## config.mk

```make
export PLATFORM = sky130hd
export DESIGN_NAME = can_bit_destuff_flat
export DESIGN_NICKNAME = d
export VERILOG_FILES = /design/src/rtl/can_pkg.sv /design/src/rtl/can_bit_destuff_if.sv /design/src/rtl/can_rx_sync.sv /design/src/rtl/can_bit_destuff.sv /design/src/flat_wrapper.sv
export SDC_FILE = /design/constraint.sdc
export NUM_CORES = 1
export LEC_CHECK = 0
export CAP_MARGIN = 15
export CORE_ASPECT_RATIO = 0.8
export CORE_MARGIN = 2
export CORE_UTILIZATION = 40
export DETAILED_ROUTE_END_ITERATION = 10
export MAX_ROUTING_LAYER = met4
export PLACE_DENSITY = 0.7
export SLEW_MARGIN = 10
export SYNTH_ARGS = -nofsm -noshare
export SYNTH_HDL_FRONTEND = slang
export SYNTH_SLANG_ARGS = --single-unit
```

## constraint.sdc

```tcl
create_clock -name clk -period 3.2 [get_ports clk]
set_clock_uncertainty 0.15 [all_clocks]
set_input_delay 0.32 -clock clk [delete_from_list [all_inputs] [get_ports clk]]
set_output_delay 0.32 -clock clk [all_outputs]
set_load 0.01 [all_outputs]
```

## src/rtl/can_pkg.sv

```systemverilog
// Shared CAN receive-path types and constants.
package can_pkg;

    typedef enum logic [1:0] {
        HUNT  = 2'd0,
        IDLE  = 2'd1,
        FRAME = 2'd2
    } can_state_t;

    localparam logic CAN_DOMINANT  = 1'b0;
    localparam logic CAN_RECESSIVE = 1'b1;

    localparam int unsigned STUFF_LIMIT_DEFAULT = 5;
    localparam int unsigned IDLE_BITS_DEFAULT   = 11;

    localparam int unsigned RUN_CNT_W = 3;
    localparam int unsigned REC_CNT_W = 4;

endpackage

```

## src/rtl/can_bit_destuff_if.sv

```systemverilog
// Bit-stream bundle between the bus front end, the de-stuffer and the frame controller.
interface can_bit_destuff_if;

    logic can_rx;
    logic sample_point;
    logic stuff_en;
    logic frame_end;
    logic rx_sampled;
    logic bit_valid;
    logic bit_out;
    logic stuff_bit;
    logic stuff_err;
    logic sof;
    logic bus_idle;

    modport master (
        output can_rx,
        output sample_point,
        output stuff_en,
        output frame_end,
        input  rx_sampled,
        input  bit_valid,
        input  bit_out,
        input  stuff_bit,
        input  stuff_err,
        input  sof,
        input  bus_idle
    );

    modport slave (
        input  can_rx,
        input  sample_point,
        input  stuff_en,
        input  frame_end,
        output rx_sampled,
        output bit_valid,
        output bit_out,
        output stuff_bit,
        output stuff_err,
        output sof,
        output bus_idle
    );

endinterface

```

## src/rtl/can_rx_sync.sv

```systemverilog
// Multi-flop synchroniser for the asynchronous CAN RX pin; resets to recessive.
module can_rx_sync
    import can_pkg::*;
#(
    parameter int unsigned SYNC_STAGES = 2
) (
    input  logic clk,
    input  logic rst,
    input  logic i_rx,
    output logic o_rx
);

    logic [SYNC_STAGES-1:0] r_sync;

    always_ff @(posedge clk) begin
        if (rst) begin
            r_sync <= {SYNC_STAGES{CAN_RECESSIVE}};
        end else begin
            r_sync <= {r_sync[SYNC_STAGES-2:0], i_rx};
        end
    end

    assign o_rx = r_sync[SYNC_STAGES-1];

endmodule

```

## src/rtl/can_bit_destuff.sv

```systemverilog
// CAN receive de-stuffer: samples the synchronised bus at each sample point,
// tracks bus integration / SOF, removes stuff bits and flags stuff errors.
module can_bit_destuff
    import can_pkg::*;
#(
    parameter int unsigned SYNC_STAGES = 2,
    parameter int unsigned STUFF_LIMIT = STUFF_LIMIT_DEFAULT,
    parameter int unsigned IDLE_BITS   = IDLE_BITS_DEFAULT
) (
    input logic              clk,
    input logic              rst,
    can_bit_destuff_if.slave bus
);

    localparam logic [RUN_CNT_W-1:0] RUN_LIMIT = RUN_CNT_W'(STUFF_LIMIT);
    localparam logic [REC_CNT_W-1:0] REC_LIMIT = REC_CNT_W'(IDLE_BITS);

    logic w_rx;

    can_rx_sync #(
        .SYNC_STAGES (SYNC_STAGES)
    ) u_rx_sync (
        .clk  (clk),
        .rst  (rst),
        .i_rx (bus.can_rx),
        .o_rx (w_rx)
    );

    can_state_t           r_state;
    logic [REC_CNT_W-1:0] r_rec_cnt;
    logic [RUN_CNT_W-1:0] r_run_cnt;
    logic                 r_last;
    logic                 r_rx_sampled;
    logic                 r_bit_valid;
    logic                 r_bit_out;
    logic                 r_stuff_bit;
    logic                 r_stuff_err;
    logic                 r_sof;
    logic                 r_bus_idle;

    can_state_t           w_state_n;
    logic [REC_CNT_W-1:0] w_rec_cnt_n;
    logic [RUN_CNT_W-1:0] w_run_cnt_n;
    logic                 w_last_n;
    logic                 w_rx_sampled_n;
    logic                 w_bit_valid_n;
    logic                 w_bit_out_n;
    logic                 w_stuff_bit_n;
    logic                 w_stuff_err_n;
    logic                 w_sof_n;
    logic                 w_bus_idle_n;
    logic [REC_CNT_W-1:0] w_rec_inc;

    // Saturating recessive-count increment used during bus integration.
    assign w_rec_inc = (r_rec_cnt >= REC_LIMIT) ? REC_LIMIT
                                                : r_rec_cnt + REC_CNT_W'(1);

    always_ff @(posedge clk) begin
        if (rst) begin
            r_state      <= HUNT;
            r_rec_cnt    <= '0;
            r_run_cnt    <= '0;
            r_last       <= CAN_RECESSIVE;
            r_rx_sampled <= CAN_RECESSIVE;
            r_bit_valid  <= 1'b0;
            r_bit_out    <= 1'b0;
            r_stuff_bit  <= 1'b0;
            r_stuff_err  <= 1'b0;
            r_sof        <= 1'b0;
            r_bus_idle   <= 1'b0;
        end else begin
            r_state      <= w_state_n;
            r_rec_cnt    <= w_rec_cnt_n;
            r_run_cnt    <= w_run_cnt_n;
            r_last       <= w_last_n;
            r_rx_sampled <= w_rx_sampled_n;
            r_bit_valid  <= w_bit_valid_n;
            r_bit_out    <= w_bit_out_n;
            r_stuff_bit  <= w_stuff_bit_n;
            r_stuff_err  <= w_stuff_err_n;
            r_sof        <= w_sof_n;
            r_bus_idle   <= w_bus_idle_n;
        end
    end

    always_comb begin
        w_state_n      = r_state;
        w_rec_cnt_n    = r_rec_cnt;
        w_run_cnt_n    = r_run_cnt;
        w_last_n       = r_last;
        w_rx_sampled_n = r_rx_sampled;
        w_bit_valid_n  = 1'b0;
        w_bit_out_n    = 1'b0;
        w_stuff_bit_n  = 1'b0;
        w_stuff_err_n  = 1'b0;
        w_sof_n        = 1'b0;
        w_bus_idle_n   = r_bus_idle;

        if (bus.sample_point) begin
            w_rx_sampled_n = w_rx;
        end

        // frame_end overrides any sample taken in the same cycle.
        if (bus.frame_end) begin
            w_state_n    = HUNT;
            w_rec_cnt_n  = '0;
            w_bus_idle_n = 1'b0;
        end else if (bus.sample_point) begin
            case (r_state)
                HUNT: begin
                    if (w_rx == CAN_RECESSIVE) begin
                        w_rec_cnt_n = w_rec_inc;
                        if (w_rec_inc == REC_LIMIT) begin
                            w_state_n    = IDLE;
                            w_bus_idle_n = 1'b1;
                        end
                    end else begin
                        w_rec_cnt_n = '0;
                    end
                end

                IDLE: begin
                    if (w_rx == CAN_DOMINANT) begin
                        w_sof_n       = 1'b1;
                        w_bit_valid_n = 1'b1;
                        w_bit_out_n   = CAN_DOMINANT;
                        w_run_cnt_n   = RUN_CNT_W'(1);
                        w_last_n      = CAN_DOMINANT;
                        w_bus_idle_n  = 1'b0;
                        w_state_n     = FRAME;
                    end
                end

                FRAME: begin
                    if (!bus.stuff_en) begin
                        w_bit_valid_n = 1'b1;
                        w_bit_out_n   = w_rx;
                        w_run_cnt_n   = RUN_CNT_W'(1);
                        w_last_n      = w_rx;
                    end else if (r_run_cnt < RUN_LIMIT) begin
                        w_bit_valid_n = 1'b1;
                        w_bit_out_n   = w_rx;
                        if (w_rx == r_last) begin
                            w_run_cnt_n = r_run_cnt + RUN_CNT_W'(1);
                        end else begin
                            w_run_cnt_n = RUN_CNT_W'(1);
                            w_last_n    = w_rx;
                        end
                    end else if (w_rx != r_last) begin
                        w_stuff_bit_n = 1'b1;
                        w_run_cnt_n   = RUN_CNT_W'(1);
                        w_last_n      = w_rx;
                    end else begin
                        w_stuff_err_n = 1'b1;
                        w_state_n     = HUNT;
                        w_rec_cnt_n   = '0;
                    end
                end

                default: begin
                    w_state_n   = HUNT;
                    w_rec_cnt_n = '0;
                end
            endcase
        end
    end

    assign bus.rx_sampled = r_rx_sampled;
    assign bus.bit_valid  = r_bit_valid;
    assign bus.bit_out    = r_bit_out;
    assign bus.stuff_bit  = r_stuff_bit;
    assign bus.stuff_err  = r_stuff_err;
    assign bus.sof        = r_sof;
    assign bus.bus_idle   = r_bus_idle;

endmodule

```

## src/flat_wrapper.sv

```systemverilog
// flat-port wrapper written by rule: the top's interface ports become plain ports
module can_bit_destuff_flat import can_pkg::*;
#(
    parameter int unsigned SYNC_STAGES = 2,
    parameter int unsigned STUFF_LIMIT = STUFF_LIMIT_DEFAULT,
    parameter int unsigned IDLE_BITS   = IDLE_BITS_DEFAULT
)
  (clk, rst, bus_can_rx, bus_sample_point, bus_stuff_en, bus_frame_end, bus_rx_sampled, bus_bit_valid, bus_bit_out, bus_stuff_bit, bus_stuff_err, bus_sof, bus_bus_idle);
  can_bit_destuff_if bus_i ();
  input logic clk;
  input logic rst;
  input wire logic [$bits(bus_i.can_rx)-1:0] bus_can_rx;
  input wire logic [$bits(bus_i.sample_point)-1:0] bus_sample_point;
  input wire logic [$bits(bus_i.stuff_en)-1:0] bus_stuff_en;
  input wire logic [$bits(bus_i.frame_end)-1:0] bus_frame_end;
  output wire logic [$bits(bus_i.rx_sampled)-1:0] bus_rx_sampled;
  output wire logic [$bits(bus_i.bit_valid)-1:0] bus_bit_valid;
  output wire logic [$bits(bus_i.bit_out)-1:0] bus_bit_out;
  output wire logic [$bits(bus_i.stuff_bit)-1:0] bus_stuff_bit;
  output wire logic [$bits(bus_i.stuff_err)-1:0] bus_stuff_err;
  output wire logic [$bits(bus_i.sof)-1:0] bus_sof;
  output wire logic [$bits(bus_i.bus_idle)-1:0] bus_bus_idle;
  assign bus_i.can_rx = bus_can_rx;
  assign bus_i.sample_point = bus_sample_point;
  assign bus_i.stuff_en = bus_stuff_en;
  assign bus_i.frame_end = bus_frame_end;
  assign bus_rx_sampled = bus_i.rx_sampled;
  assign bus_bit_valid = bus_i.bit_valid;
  assign bus_bit_out = bus_i.bit_out;
  assign bus_stuff_bit = bus_i.stuff_bit;
  assign bus_stuff_err = bus_i.stuff_err;
  assign bus_sof = bus_i.sof;
  assign bus_bus_idle = bus_i.bus_idle;
  can_bit_destuff #(.SYNC_STAGES(SYNC_STAGES), .STUFF_LIMIT(STUFF_LIMIT), .IDLE_BITS(IDLE_BITS)) u_core (.clk(clk), .rst(rst), .bus(bus_i));
endmodule
```

Word-level counts from Yosys, hierarchy flattened
Index checks and enable logic that the tools add are counted.
{ "totals": {"output_inout_bits": 7, "inputBits": 6, "reg_bits": 19, "wordCells": 83} }
{ "op_classes": {"n_mux": 36, "add_sub_neg": 2, "reduce_logical": 13, "n_eq_ne": 13, "bitwise_logic": 5, "magnitude_cmp": 2} }
{ "ops": {"columns": ["operator", "count"], "rows": [
  ["two-way mux 4 bit", 5],
  ["two-way mux 3 bit", 5],
  ["AND reduction 5 bit", 3],
  ["two-way mux 1 bit", 14],
  ["two-way mux 2 bit", 6],
  ["one-hot mux 4 bit (3 select lines)", 1],
  ["inequality test 2 bit (second input constant)", 5],
  ["OR reduction 4 bit", 2],
  ["AND reduction 7 bit", 1],
  ["one-hot mux 1 bit (2 select lines)", 3],
  ["one-hot mux 2 bit (3 select lines)", 1],
  ["one-hot mux 3 bit (2 select lines)", 1],
  ["AND reduction 6 bit", 1],
  ["OR reduction 6 bit", 1],
  ["NOT 1 bit", 5],
  ["adder 4 x 1 -> 4 bit (second input constant)", 1],
  ["== test 4 bit (second input constant)", 1],
  [">= comparator 4 bit (second input constant)", 1],
  ["inequality test 4 x 2 -> 1 bit (second input constant)", 1],
  ["inequality test 4 bit (second input constant)", 1],
  ["nonzero test 2 bit", 2],
  ["adder 3 x 1 -> 3 bit (second input constant)", 1],
  ["less-than comparator 3 bit (second input constant)", 1],
  ["OR reduction 3 bit", 1],
  ["7 further kinds", 7]
]} }

Logic depth before layout (Yosys ltp)
Gate-level depths: netlist of run 1.
{ "depth": {"ltp_word": 6, "ltp_mapped": 6} }

By module
A second synthesis of run 1 with hierarchy kept.
{ "hier_totals": {"hier_cells": 103, "hier_area_um2": 964.7} }
{ "modules_own_cells": {"columns": ["module", "cells_each", "n_inst", "area_per_inst_um2"], "rows": [
  ["can_bit_destuff", 99, 1, 912.1],
  ["can_rx_sync", 4, 1, 52.6]
]} }

Worst setup path before layout of run 1
Ideal clock, no wire load.
{ "synth_timing": {"path_type": "reg-to-reg", "start": "register u_core.r_state[0]", "end": "register u_core.r_state[1]", "path_buffers": 0, "required_ns": 2.928, "slack_ns": 1.616, "arrival_time_ns": 1.311, "synth_period_minus_slack_ns": 1.584, "path_stages_with_launch": 7, "setup_time_ns": 0.122, "cell_sequence": "dfxtp_1 > inv_1 > ha_1 > nor2b_1 > o21ai_1 > o2111ai_2 > mux2i_1"} }
{ "synth_via": {"elab_chain_len": 3, "elab_cells_between_ends": 11} }
{ "synth_rtl": {"columns": ["element", "line", "rtl"], "rows": [
  ["from (decl)", "can_bit_destuff.sv:29", "can_state_t r_state;"],
  ["from (signal assigned)", "can_bit_destuff.sv:72", "r_state <= w_state_n;"],
  ["== test 2 bit (tied with other cells)", "can_bit_destuff.sv:109", "case (r_state)"],
  ["inequality test 2 bit (no line) or inequality test 2 x 1 -> 1 bit (tied branches)", null, null],
  ["AND reduction 7 bit (no line)", null, null]
]} }
Parallel ways exist; a longest one is shown, timed or not.
A chain may end at the register's enable or synchronous reset.

Worst setup path in the final report of run 1
Ends and elaborated chain as after synthesis.

==> results of run 1 <==
registers in the layout (all words and copies together), names as in the netlist:
| register | cells |
|---|---|
| u_core.bus.rx_sampled | 1 |
| u_core.bus.bit_valid | 1 |
| u_core.bus.stuff_bit | 1 |
| u_core.bus.bit_out | 1 |
| u_core.r_run_cnt | 3 |
| u_core.bus.sof | 1 |
| u_core.u_rx_sync.r_sync | 2 |
| u_core.r_state | 2 |
| u_core.r_last | 1 |
| u_core.r_rec_cnt | 4 |
| u_core.bus.stuff_err | 1 |
| u_core.bus.bus_idle | 1 |
through the flow:
| step | hold slack [ns] | util (%) |
|---|---|---|
| 2_1_floorplan | 0.239 | - |
| 3_3_place_gp | 0.246 | 47.7 |
| 3_5_place_dp | 0.247 | 47.7 |
| 4_1_cts | 0.276 | 48.8 |
| 5_1_grt | 0.293 | 48.8 |
| 6_report | 0.272 | 48.8 |
kinds of logic (layout without fill, tap and decap cells):
group	count (synthesis)	in the layout
and+or+nand+nor	45	45
AOI/OAI and AO/OA	34	34
DFF	19	19
buffers and inverters	8	20
adders and majority gates	5	5
xor gates and xnor gates	1	1
muxes	1	1
final cells by class:
class,count,area [um2]
flip-flops and latches,19,380
multi-input cells,86,604
inverters,4,15.0
well taps,36,45.0
clock buffers,4,26.3
repair buffers,12,120
fillers,247,1250
power groups by stage:
stage	logic, W	registers, W	clock network [W]
2_1_floorplan	0.0000210	0.000246	0
3_3_place_gp	0.0000292	0.000248	0
3_5_place_dp	0.0000298	0.000248	0
4_1_cts	0.0000303	0.000242	0.000126
5_1_grt	0.0000333	0.000243	0.000138
6_report	0.0000304	0.000242	0.000122
layout by cell type, fill, tap and decap left out, types with 2 or more instances in the layout:
master,count
inv_1,4
a211o_1,2
nor2b_1,6
nand2_1,7
clkbuf_4,3
nand3_1,7
a21oi_1,10
clkdlybuf4s50_1,12
nor2_1,6
and3_1,2
o21ai_1,3
nand4_1,3
nor3_1,3
o21ai_0,5
or2_1,2
or2_2,3
dfxtp_1,19
ha_1,5
how the worst max path moves through the flow:
stage                                   startpoint                                to  cells past startpoint
finish              u_core.r_state[0]$_SDFFE_PP0P_    u_core.r_state[1]$_SDFFE_PP0P_                      6
floorplan           u_core.r_state[0]$_SDFFE_PP0P_    u_core.r_state[1]$_SDFFE_PP0P_                      6
global route        u_core.r_state[0]$_SDFFE_PP0P_  u_core.r_run_cnt[0]$_SDFFE_PP0P_                      6
detailed placement                bus_sample_point  u_core.r_run_cnt[0]$_SDFFE_PP0P_                      5
global placement                  bus_sample_point  u_core.bus.bus_idle$_SDFFE_PP0P_                      5
CTS                 u_core.r_state[0]$_SDFFE_PP0P_    u_core.r_state[1]$_SDFFE_PP0P_                      6
layer usage:
layer  global-route usage [%]  routed length (um)
met5                        -                   0
met4                     3.26                  17
met3                     4.77                 117
met2                     23.3                 881
met1                     20.4                1040
==> impl_metrics.ini, run 1 <==
[grt]
overflow = 0
grt_pass1_wl_mm = 3.48
grt_usage_pct = 15.5
grt_pass1_vias = 782
grt_max_degree = 14
antenna_found_initial = 0

[sta]
tns_ns = 0
fin_crit_ns = 1.75
drv_slew = 0
fin_crit_sh_pct = 54.6
rsz0062_at_grt = false
setup_violations = 0
hold_viol = 0
post-route-worst-setup-slack_ns = 1.45
tightest_slew_ns = 0.464
fmax_ghz = 0.572
slew_headroom_pct = 68.8

[logic_synthesis]
synth_seq_area_share_pct = 37.1
synth_compound_area_share_pct = 24.9
ys.flop_type = dfxtp_1
synthMuxAreaShare_pct = 0.977
synth_xor_area_share_pct = 2.69
synth_edf_count = 0
synth_common_cells = 19 x dfxtp_1, 10 x a21oi_1, 7 x nand2_1, 7 x nand3_1
synthAdderAreaFrac_pct = 6.11
avgSynthCellArea_um2 = 9.07
synth_top_family_by_area = compound AO/OA/AOI/OAI gates
synth_most_common_cell = dfxtp_1
yosysWarnings = 0
yosys.cell_types.count = 41
syn_area_um2 = 1020
syn-num-nets = 124
synth_largest_area_cell = dfxtp_1
ys_ff_latch = 19
async_flop_share_pct = 0
synthTopCellsByArea = dfxtp_1 37%, ha_1 6.1%, a21oi_1 4.9%, nor2b_1 3.7%, nand3_1 3.4%
synth_top_cell_area_share_pct = 37.1
synthCells = 113
synth-simple-area-share_pct = 24.3

[detailed_routing]
vias = 858
routed_wl_mm = 2.05
ant_nets = 0
drt_iter0_markers = 30
drcViolationCount = 0
avgRoutedWirePerCell_um = 12.8
viasPerCell = 5.33
drt_pass1_iterations = 4

[critical_path]
path_class = reg -> reg
required_ns = 3.25
rrSetupSlack_ns = 1.45
reg2reg_depth = 6
r2r-end = u_core.r_state[1]$_SDFFE_PP0P_
cp_max_fo = 8
crit_chain = inv_1 > ha_1 > nor2b_1 > o21ai_1 > o2111ai_2 > mux2i_1
crit_arrival_ns = 1.79
cp_top_family = compound AO/OA/AOI/OAI gates
worst_path_max_delay_cell = dfxtp_1
end_kind = register
worstReg2RegStart = u_core.r_state[0]$_SDFFE_PP0P_
slowest_delay_ns = 0.34
path_buf_inv = 1
startpoint_type = register

[hold_path]
min_path_type = reg -> reg
whs_path_depth = 1
hold_start = u_core.u_rx_sync.r_sync[0]$_SDFF_PP1_
worstHoldEndpoint = u_core.u_rx_sync.r_sync[1]$_SDFF_PP1_

[cells_and_area]
drive_gt1_share_pct = 12.8
fin_nets = 137
finalNonFillerCells = 161
syn_to_final_growth_pct = 16.2
post-route-cell-area_um2 = 1190
antenna_cells = 0

[clock_network]
cts.repair.resized = 0
clock_tree.root_cell = clkbuf_4
cts_tree = yes
cts_buffer_depth = 2
clk_pin_slew_ns = 0.11
cts_setup_buffers = 0
insertion_delay_ns = 0.30
htreeDepth = 1
cts_buffers = 3
clock-sinks = 19
cts_hold_buf = 0

[placement]
dpl_cell_area_um2 = 1160
post-dp-hpwl_mm = 1.49
dp.cells = 157
pre_cts_slack_ns = 1.21
portBuffers = 12
place_congestion = 0.764

[floorplan]
fp.coreArea_um2 = 2440
die_area_um2 = 2990
die_x_um = 60.6
die_h_um = 49.3
placement_rows = 16
start_util_pct = 42.0
ios = 13

[pwr]
pwr-share-clk_pct = 30.9
ir_drop_mv = 0.246
p_per_area_nw_per_um2 = 331
pwr-share-comb_pct = 7.7
p_sw_w = 0.0000928
p_leak_nw = 0.426
seqPwrFrac_pct = 61.3
p_int_w = 0.000302
netSwitchingFraction_pct = 23.5
p_total_w = 0.000395

[run_status]
status = finished, final reports clean

[job]
cap_violations = 0
Note: power is estimated with default switching activity, not from simulation.
==> run 2, diff against run 1 <==
- clock period: 3.2 -> 1.76 ns (I/O delays scaled with it)
==> run 2 against run 1 <==
Effect of this change: register-to-register slack lost 1.3 ns; clock-buffer cell count did not move; hold slack worse by 0.0033 ns; cell area rose by 4.9%; non-clock buffer count up 7; maximum frequency up 5.6%; critical endpoint unchanged.
==> impl_metrics.ini, run 2 (same netlist as run 1, synthesis figures left out) <==
[sta]
fin_crit_ns = 1.65
slew_headroom_pct = 67.9
fin_crit_sh_pct = 94.0
fmax_ghz = 0.604
setup_violations = 0
hold_viol = 0
tightest_slew_ns = 0.477
drv_slew = 0
tns_ns = 0
rsz0062_at_grt = false

[critical_path]
worstReg2RegStart = u_core.r_rec_cnt[0]$_SDFFE_PP0P_
path_class = reg -> reg
cp_top_family = compound AO/OA/AOI/OAI gates
rrSetupSlack_ns = 0.11
slowest_delay_ns = 0.35
crit_chain = ha_2 > or2_1 > o211a_1 > o2111ai_2 > mux2i_1
worstSetupStartpoint = u_core.r_rec_cnt[0]$_SDFFE_PP0P_
required_ns = 1.85
path_buf_inv = 0
startpoint_type = register
reg2reg_depth = 5
crit_arrival_ns = 1.74
r2r-end = u_core.r_state[1]$_SDFFE_PP0P_
end_kind = register
worst_path_max_delay_cell = dfxtp_2
cp_max_fo = 5

[detailed_routing]
vias = 880
drt_pass1_iterations = 4
routed_wl_mm = 2.15
avgRoutedWirePerCell_um = 12.8
viasPerCell = 5.24
drt_iter0_markers = 69
drcViolationCount = 0
ant_nets = 0

[cells_and_area]
final_cell_mix = 18 x dfxtp_1, 12 x clkdlybuf4s50_1, 10 x a21oi_1
top_regs = u_core.r_rec_cnt: 4 flops, u_core.r_run_cnt: 3 flops
syn_to_final_growth_pct = 22.0
filler_cell_count = 259
largest_register = u_core.r_rec_cnt
fin_nets = 144
final_common_cell = dfxtp_1
post-route-cell-area_um2 = 1250
antenna_cells = 0
largest_register_ffs = 4
drive_gt1_share_pct = 19.7
finalNonFillerCells = 168

[grt]
grt_pass1_vias = 782
grt_max_degree = 11
grt_usage_pct = 16.4
grt_pass1_wl_mm = 3.57
antenna_found_initial = 0
overflow = 0

[pwr]
p_leak_nw = 0.459
ir_drop_mv = 0.373
p_per_area_nw_per_um2 = 581

[placement]
portBuffers = 12
dp.cells = 164
post-dp-hpwl_mm = 1.59
dpl_cell_area_um2 = 1220
place_congestion = 0.838

[floorplan]
placement_rows = 16
fp.coreArea_um2 = 2440
die_h_um = 49.3
ios = 13
start_util_pct = 42.0
die_area_um2 = 2990
die_x_um = 60.6

[clock_network]
insertion_delay_ns = 0.30
cts_buffer_depth = 2
cts_tree = yes
clk_pin_slew_ns = 0.10
clock-sinks = 19
cts_buffers = 3
clock_tree.root_cell = clkbuf_4
htreeDepth = 1

[hold_path]
worstHoldEndpoint = u_core.u_rx_sync.r_sync[1]$_SDFF_PP1_
whs_path_depth = 1
hold_start = u_core.u_rx_sync.r_sync[0]$_SDFF_PP1_
min_path_type = reg -> reg

[job]
cap_violations = 0

[run_status]
status = finished, final reports clean
run 2: power breakdown:
part | switching, W | internal [W] | total, W | leakage, nW
logic | 0.0000315 | 0.0000319 | 0.0000634 | 0.290
registers | 0.00000568 | 0.000435 | 0.000440 | 0.154
clock network | 0.000134 | 0.0000884 | 0.000222 | 0.0150
run 2: final cells by class:
class                      count  area [um2]  share of cell area [%]
clock buffer                   4        26.3                    2.10
sequential                    19         382                    30.5
tap                           36        45.0                    3.60
inverter                       4        15.0                    1.20
multi-input combinational     86         609                    48.7
timing repair buffer          19         173                    13.8
run 2: how the worst max path moves through the flow:
stage | endpoint | slack [ns] | cells past startpoint
CTS | u_core.r_state[1]$_SDFFE_PP0P_ | 0.07 | 5
global placement | u_core.r_rec_cnt[3]$_SDFFE_PP0P_ | 0.07 | 5
detailed placement | u_core.r_rec_cnt[3]$_SDFFE_PP0P_ | 0.07 | 5
global route | u_core.r_state[1]$_SDFFE_PP0P_ | 0.009 | 5
finish | u_core.r_state[1]$_SDFFE_PP0P_ | 0.11 | 5
floorplan | u_core.r_state[1]$_SDFFE_PP0P_ | 0.18 | 6
run 2: routing by layer:
metal,up-vias,share of wire (%),wire length [um],global-route usage (%)
met5,-,0,0,-
met4,0,1.6,34,5.80
met3,7,5.3,114,4.77
met2,28,43,917,21.3
met1,395,50,1080,23.8
li1,450,-,-,-
run 2: repair_timing:
| action | in CTS | in global routing |
|---|---|---|
| endpoints found under the setup margin | 0 | 4 |
| setup buffers | 0 | 0 |
| gates resized for setup | 0 | 3 |
| hold buffers | 0 | 0 |
run 2: metrics by stage:
| stage | utilization [%] | setup WS, ns | power, W | hold WS (ns) |
|---|---|---|---|---|
| floorplan | - | 0.176 | 0.000485 | 0.130 |
| global placement | 49.8 | 0.0745 | 0.000511 | 0.246 |
| detailed placement | 49.8 | 0.0682 | 0.000512 | 0.244 |
| CTS | 50.9 | 0.0670 | 0.000733 | 0.271 |
| global route | 51.2 | 0.00864 | 0.000759 | 0.279 |
| finish | 51.2 | 0.105 | 0.000726 | 0.268 |
